[src/rtl/mbinit_pkg.sv]
`default_nettype none
// ============================================================================
//  Package     : mbinit_pkg
//  Description : Shared codes for the MBINIT lane-reversal step: sideband
//                message codes, FSM state encoding and LFSR mode codes.
//  Revision    : 1.0 - initial release
// ============================================================================
package mbinit_pkg;

   // Sideband message codes; every response is its request code plus one
   localparam logic [3:0] c_msg_none             = 4'd0;
   localparam logic [3:0] c_msg_init_req         = 4'd1;
   localparam logic [3:0] c_msg_init_resp        = 4'd2;
   localparam logic [3:0] c_msg_clear_error_req  = 4'd3;
   localparam logic [3:0] c_msg_clear_error_resp = 4'd4;
   localparam logic [3:0] c_msg_result_req       = 4'd5;
   localparam logic [3:0] c_msg_result_resp      = 4'd6;
   localparam logic [3:0] c_msg_done_req         = 4'd7;
   localparam logic [3:0] c_msg_done_resp        = 4'd8;

   // LFSR pattern generator modes
   localparam logic [1:0] c_pat_off     = 2'b00;
   localparam logic [1:0] c_pat_lane_id = 2'b11;

   typedef enum logic [3:0] {
      ST_IDLE      = 4'd0,
      ST_WAIT_BUSY = 4'd1,
      ST_SEND      = 4'd2,
      ST_WAIT_RESP = 4'd3,
      ST_PATTERN   = 4'd4,
      ST_EVAL      = 4'd5,
      ST_APPLY     = 4'd6,
      ST_DONE      = 4'd7,
      ST_ERROR     = 4'd8
   } state_t;

   // Response code that completes a given request
   function automatic logic [3:0] resp_code(input logic [3:0] req);
      return req + 4'd1;
   endfunction

endpackage
`default_nettype wire

[src/rtl/lane_popcount.sv]
`default_nettype none
// ============================================================================
//  Module      : lane_popcount
//  Description : Combinational count of set bits in the per-lane pass map.
//  Revision    : 1.0 - initial release
// ============================================================================
module lane_popcount #(
   parameter int NUM_LANES = 16
) (
   input  logic [NUM_LANES-1:0]         i_lanes,
   output logic [$clog2(NUM_LANES+1)-1:0] o_count
);

   localparam int CW = $clog2(NUM_LANES + 1);

   // Sum of passing lanes
   always_comb begin
      o_count = '0;
      for (int k = 0; k < NUM_LANES; k++) begin
         o_count = o_count + CW'(i_lanes[k]);
      end
   end

endmodule
`default_nettype wire

[src/rtl/mbinit_lane_reversal_fsm.sv]
`default_nettype none
// ============================================================================
//  Module      : mbinit_lane_reversal_fsm
//  Description : MBINIT lane-reversal step. Runs the sideband handshake
//                init -> clear_error -> pattern -> result -> done, evaluates
//                the lane pass count and retries with lanes reversed when too
//                few lanes pass.
//  Revision    : 1.0 - initial release
// ============================================================================
module mbinit_lane_reversal_fsm
   import mbinit_pkg::*;
#(
   parameter int NUM_LANES        = 16,
   parameter int PASS_THRESH      = NUM_LANES / 2 + 1,
   parameter int MAX_REV_ATTEMPTS = 1,
   parameter int RESP_TIMEOUT     = 8000
) (
   input  logic                 CLK,
   input  logic                 rst_n,
   input  logic                 i_start,
   input  logic                 i_sb_busy,
   input  logic                 i_sb_busy_fall,
   input  logic [3:0]           i_rx_msg,
   input  logic                 i_rx_msg_valid,
   input  logic [NUM_LANES-1:0] i_result,
   input  logic                 i_pattern_done,
   input  logic                 i_reversal_done,
   output logic [3:0]           o_tx_msg,
   output logic                 o_tx_valid,
   output logic [1:0]           o_pattern_en,
   output logic                 o_apply_reversal,
   output logic                 o_reversed,
   output logic                 o_done,
   output logic                 o_train_error,
   output logic [1:0]           o_attempts
);

   localparam int CW = $clog2(NUM_LANES + 1);
   localparam int TW = $clog2(RESP_TIMEOUT + 1);

   localparam logic [CW-1:0] c_pass_thresh = CW'(PASS_THRESH);
   localparam logic [1:0]    c_max_rev     = 2'(MAX_REV_ATTEMPTS);
   localparam logic [TW-1:0] c_tmo_last    = TW'(RESP_TIMEOUT - 1);

   state_t        state_q,      state_d;
   logic [3:0]    pend_q,       pend_d;
   logic [CW-1:0] count_q,      count_d;
   logic [TW-1:0] tmo_q,        tmo_d;
   logic [1:0]    attempts_q,   attempts_d;
   logic          reversed_q,   reversed_d;
   logic          tx_valid_q,   tx_valid_d;
   logic [3:0]    tx_msg_q,     tx_msg_d;
   logic [1:0]    pattern_en_q, pattern_en_d;
   logic          apply_q,      apply_d;
   logic          done_q,       done_d;
   logic          train_err_q,  train_err_d;

   logic [CW-1:0] w_popcount;
   logic          w_resp_hit;

   lane_popcount #(
      .NUM_LANES (NUM_LANES)
   ) u_popcount (
      .i_lanes (i_result),
      .o_count (w_popcount)
   );

   // Only the response that answers the outstanding request is accepted
   assign w_resp_hit = i_rx_msg_valid && (i_rx_msg == resp_code(pend_q));

   // Next-state logic and bookkeeping counters
   always_comb begin
      state_d    = state_q;
      pend_d     = pend_q;
      count_d    = count_q;
      tmo_d      = tmo_q;
      attempts_d = attempts_q;
      reversed_d = reversed_q;

      if (!i_start) begin
         state_d    = ST_IDLE;
         pend_d     = c_msg_none;
         count_d    = '0;
         tmo_d      = '0;
         attempts_d = '0;
         reversed_d = 1'b0;
      end else begin
         case (state_q)
            ST_IDLE: begin
               state_d = ST_WAIT_BUSY;
               pend_d  = c_msg_init_req;
            end
            ST_WAIT_BUSY: begin
               if (!i_sb_busy) state_d = ST_SEND;
            end
            ST_SEND: begin
               if (i_sb_busy_fall) begin
                  state_d = ST_WAIT_RESP;
                  tmo_d   = '0;
               end
            end
            ST_WAIT_RESP: begin
               // A response arriving on the timeout cycle still wins
               if (w_resp_hit) begin
                  case (pend_q)
                     c_msg_init_req: begin
                        state_d = ST_WAIT_BUSY;
                        pend_d  = c_msg_clear_error_req;
                     end
                     c_msg_clear_error_req: state_d = ST_PATTERN;
                     c_msg_result_req: begin
                        state_d = ST_EVAL;
                        count_d = w_popcount;
                     end
                     c_msg_done_req: state_d = ST_DONE;
                     default:        state_d = ST_ERROR;
                  endcase
               end else if (tmo_q >= c_tmo_last) begin
                  state_d = ST_ERROR;
               end else begin
                  tmo_d = tmo_q + 1'b1;
               end
            end
            ST_PATTERN: begin
               if (i_pattern_done) begin
                  state_d = ST_WAIT_BUSY;
                  pend_d  = c_msg_result_req;
               end
            end
            ST_EVAL: begin
               if (count_q >= c_pass_thresh) begin
                  state_d = ST_WAIT_BUSY;
                  pend_d  = c_msg_done_req;
               end else if (attempts_q < c_max_rev) begin
                  // Reversal bookkeeping happens on APPLY entry
                  state_d    = ST_APPLY;
                  attempts_d = attempts_q + 2'd1;
                  reversed_d = ~reversed_q;
               end else begin
                  state_d = ST_ERROR;
               end
            end
            ST_APPLY: begin
               if (i_reversal_done) begin
                  state_d = ST_WAIT_BUSY;
                  pend_d  = c_msg_clear_error_req;
               end
            end
            ST_DONE:  state_d = ST_DONE;
            ST_ERROR: state_d = ST_ERROR;
            default:  state_d = ST_IDLE;
         endcase
      end
   end

   // Output decode from the next state so every output is a flop
   always_comb begin
      tx_valid_d   = (state_d == ST_SEND);
      tx_msg_d     = tx_valid_d ? pend_d : c_msg_none;
      pattern_en_d = (state_d == ST_PATTERN) ? c_pat_lane_id : c_pat_off;
      apply_d      = (state_d == ST_APPLY) && (state_q != ST_APPLY);
      done_d       = (state_d == ST_DONE);
      train_err_d  = (state_d == ST_ERROR) && (state_q != ST_ERROR);
   end

   // State, counters and registered outputs
   always_ff @(posedge CLK or negedge rst_n) begin
      if (!rst_n) begin
         state_q      <= ST_IDLE;
         pend_q       <= c_msg_none;
         count_q      <= '0;
         tmo_q        <= '0;
         attempts_q   <= '0;
         reversed_q   <= 1'b0;
         tx_valid_q   <= 1'b0;
         tx_msg_q     <= c_msg_none;
         pattern_en_q <= c_pat_off;
         apply_q      <= 1'b0;
         done_q       <= 1'b0;
         train_err_q  <= 1'b0;
      end else begin
         state_q      <= state_d;
         pend_q       <= pend_d;
         count_q      <= count_d;
         tmo_q        <= tmo_d;
         attempts_q   <= attempts_d;
         reversed_q   <= reversed_d;
         tx_valid_q   <= tx_valid_d;
         tx_msg_q     <= tx_msg_d;
         pattern_en_q <= pattern_en_d;
         apply_q      <= apply_d;
         done_q       <= done_d;
         train_err_q  <= train_err_d;
      end
   end

   assign o_tx_msg         = tx_msg_q;
   assign o_tx_valid       = tx_valid_q;
   assign o_pattern_en     = pattern_en_q;
   assign o_apply_reversal = apply_q;
   assign o_reversed       = reversed_q;
   assign o_done           = done_q;
   assign o_train_error    = train_err_q;
   assign o_attempts       = attempts_q;

endmodule
`default_nettype wire

[config.mk]
export PLATFORM = sky130hd
export DESIGN_NAME = mbinit_lane_reversal_fsm
export DESIGN_NICKNAME = d
export VERILOG_FILES = /design/src/rtl/mbinit_pkg.sv /design/src/rtl/lane_popcount.sv /design/src/rtl/mbinit_lane_reversal_fsm.sv
export SDC_FILE = /design/constraint.sdc
export NUM_CORES = 1
export LEC_CHECK = 0
export ABC_AREA = 1
export CAP_MARGIN = 25
export CORE_MARGIN = 4
export CORE_UTILIZATION = 49
export DETAILED_ROUTE_END_ITERATION = 10
export GPL_ROUTABILITY_DRIVEN = 1
export PLACE_DENSITY = 0.75
export SETUP_SLACK_MARGIN = 0.3
export SLEW_MARGIN = 20
export SYNTH_ARGS = -nofsm -noshare
export SYNTH_HDL_FRONTEND = slang
export SYNTH_SLANG_ARGS = --single-unit
[constraint.sdc]
create_clock -name CLK -period 2.4 [get_ports CLK]
set_clock_uncertainty 0.05 [all_clocks]
set_input_delay 0.48 -clock CLK [delete_from_list [all_inputs] [get_ports CLK]]
set_output_delay 0.48 -clock CLK [all_outputs]
set_load 0.01 [all_outputs]
==> results.sh <==
export IMPL_status="complete, but fails checks"
export IMPL_violations="setup timing"
export IMPL_worst_pin_slew_ns=0.842
export IMPL_ant_nets=0
export IMPL_period_needed_ns=3.52
export IMPL_nNetsFinal=475
export IMPL_clkTransAtPathRegs_ns=0.07
export IMPL_cts_tree="built"
export IMPL_gp_congestion=0.977
export IMPL_switching_share=0.339
export IMPL_pre_cts_ws_ns=-1.84
export IMPL_p_leak_uw=0.00176
export IMPL_synth_distinct_cells=40
export IMPL_drt_total_wl_um=6270
export IMPL_synth_seq_cells=38
export IMPL_vias=2533
export IMPL_portBuffers=40
export IMPL_placed_area_mm2=0.00344
export IMPL_finalHoldViolCount=0
export IMPL_overflow=0
export IMPL_cts_htree_levels=2
export IMPL_end_kind="flip-flop"
export IMPL_synth_top_area_share=0.323
export IMPL_register_area_um2=952
export IMPL_yosys_top_cells_area="dfrtp_1 32%, nand2_1 9.3%, inv_1 7.1%, fa_1 6.8%, nor2_1 5.9%"
export IMPL_die_h_um=85.5
export IMPL_synth_seq_area_share=0.323
export IMPL_netlist_area_mm2=0.00295
export IMPL_drc_errors=0
export IMPL_track_usage=0.181
export IMPL_vias_per_cell=5.06
export IMPL_p_comb_frac=0.371
export IMPL_pwr_share_clk=0.254
export IMPL_drt_iter0_drc=189
export IMPL_rsz0062_at_grt="true"
export IMPL_grt_pass1_wl_um=10800
export IMPL_die_x_um=85.5
export IMPL_grt_pass1_vias=2460
export IMPL_final_common_cell="nand2_1"
export IMPL_cts_hold_buf=0
export IMPL_ios=41
export IMPL_r2r_cells=11
export IMPL_routedWlPerCell_um=12.5
export IMPL_avgSynthCellArea_um2=7.73
export IMPL_path_cells="buf_6 > ha_4 > inv_2 > fa_1 > fa_1 > fa_1 > fa_1 > fa_2 > inv_2 > fa_2 > nand3_2 > nand2_1"
export IMPL_hold_path_class="in2async"
export IMPL_cp_max_fo=2
export IMPL_yosysTopAreaCell="dfrtp_1"
export IMPL_mostFrequentLayoutCells="71 x nand2_1, 54 x inv_1, 44 x nor2_1"
export IMPL_diodes=0
export IMPL_setup_tns_ns=-4.89
export IMPL_clkLatencyLatePin_ns=0.29
export IMPL_met1_usage=0.241
export IMPL_setup_violations=5
export IMPL_cp_start_kind="input pin"
export IMPL_start_util=0.519
export IMPL_die_area_mm2=0.00732
export IMPL_cp_slowest_cell="fa_1"
export IMPL_path_buf_inv=3
export IMPL_grt_busiest_layer="met2"
export IMPL_multi_input_area_mm2=0.00177
export IMPL_path_depth=12
export IMPL_worstPathRequired_ns=2.54
export IMPL_fill_cells=505
export IMPL_firstDrtPassIters=4
export IMPL_area_delta_synth_final_pct=22.0
export IMPL_cts_buffers=5
export IMPL_fin_area_mm2=0.00359
export IMPL_final_max_slew_viol_count=0
export IMPL_root_buffer="clkbuf_8"
export IMPL_clk_path_buf_depth=2
export IMPL_coreArea_mm2=0.00568
export IMPL_cpMostUsedCell="fa_1"
export IMPL_dp_hpwl_um=4790
export IMPL_maxCapViolations=0
export IMPL_yosys_warnings=0
export IMPL_relSlewSlack=0.439
export IMPL_power_per_cell_area_mw_per_mm2=497
export IMPL_antenna_found_initial=0
export IMPL_p_total_uw=1790
export IMPL_final_layout_size_suffix_gt1_frac=0.217
export IMPL_rows=27
export IMPL_setup_slack_ns=-1.12
export IMPL_max_freq_mhz=284
export IMPL_slowest_delay_ns=0.50
export IMPL_fin_crit_sh=1.47
export IMPL_path_delay_family="adder cells"
export IMPL_ir_drop_v=0.000376
export IMPL_synth_cells=381
export IMPL_numClockSinks=38
export IMPL_crit_type="in2reg"
export IMPL_grt_use_met2=0.304
export IMPL_syn_num_nets=428
export IMPL_p_sw_uw=605
export IMPL_internal_power_uw=1180
export IMPL_grt_use_met3=0.0365
export IMPL_power_frac_seq=0.375
export IMPL_grt_max_degree=39
export IMPL_worstPathArrival_ns=3.65
[state kept, by name, indices dropped and copies added (netlist names)]
signal,cells
o_pattern_en,1
state_q,4
o_done,1
o_reversed,1
pend_q,4
o_tx_valid,1
o_tx_msg,4
o_apply_reversal,1
tmo_q,13
count_q,5
o_attempts,2
o_train_error,1
[logic make-up (layout without fill, tap and decap cells)]
family	after synthesis	count (layout)	share of synthesized area
adders and majority gates	19	19	0.106
and+or+nand+nor	216	216	0.385
buffers and inverters	73	121	0.100
AOI/OAI and AO/OA	25	25	0.0557
xor gates and xnor gates	10	10	0.0297
DFF	38	38	0.323
[cell usage after synthesis]
cell type   n
a21oi_2     1
nor2_1     46
nand3_2    11
buf_4       1
or2_2       2
nor3b_1     2
nand3_1    24
o22ai_1     1
ha_1        9
o21ai_0     9
nand2_4     4
buf_2       4
buf_8       1
nor2_4      2
o21bai_2    1
o31ai_1     1
dfrtp_1    38
nand3b_1    1
o21ai_1     1
a21oi_1     7
o211ai_2    1
o21bai_4    1
nor2_8      2
o21bai_1    1
inv_2       9
nand3_4     1
nor3_1      5
nand2_1    73
clkbuf_2    1
nor3_2      1
xor2_1      7
fa_1       10
a31oi_1     1
xnor2_1     3
clkbuf_1    1
nor2_2     13
inv_1      56
nand2_2    10
or2_0       1
nand4_1    18
[stage by stage]
stage / util / instances / hold slack, ns
6_report: 0.633 / 501 / 0.236
5_1_grt: 0.633 / 501 / 0.303
4_1_cts: 0.625 / 499 / 0.271
3_5_place_dp: 0.606 / 490 / 0.418
3_3_place_gp: 0.606 / 490 / 0.412
2_1_floorplan: - / 381 / 0.134
[layout make-up]
cell class,instances,area share
Sequential cell,38,0.265
Inverter,65,0.0679
Multi-Input combinational cell,270,0.491
Clock inverter,1,0.00139
Clock buffer,7,0.0240
Tap cell,72,0.0251
Timing Repair Buffer,48,0.126
[power by group through the flow]
stage / combinational (uW) / sequential (uW) / clock, uW
6_report: 663 / 669 / 454
3_3_place_gp: 593 / 683 / 0
2_1_floorplan: 440 / 681 / 0
4_1_cts: 655 / 671 / 468
3_5_place_dp: 611 / 683 / 0
5_1_grt: 751 / 671 / 495
[layer usage]
layer,vias up,share of wire
met3,7,0.043
met1,1178,0.46
met5,-,0
met2,49,0.48
li1,1299,-
met4,0,0.011
[path summary, 6_finish.rpt]
| kind | from | endpoint | slack [ns] |
|---|---|---|---|
| max reg2reg | pend_q[1] | count_q[4] | 0.34 |
| min reg2reg | o_reversed | o_reversed | 0.44 |
| min in group CLK | o_reversed | o_reversed | 0.44 |
| min | rst_n | tmo_q[7] | 0.24 |
| max in group asynchronous | rst_n | pend_q[0] | 1.48 |
| max | i_result[0] | count_q[1] | -1.12 |
[repair_timing]
| action | in CTS | in global routing |
|---|---|---|
| pin swaps | 12 | 10 |
| gates resized for setup | 18 | 9 |
| endpoints found under the setup margin | 5 | 28 |
| gates cloned | 0 | 0 |
| setup buffers | 1 | 2 |
Power figures use the tool's default switching activity.
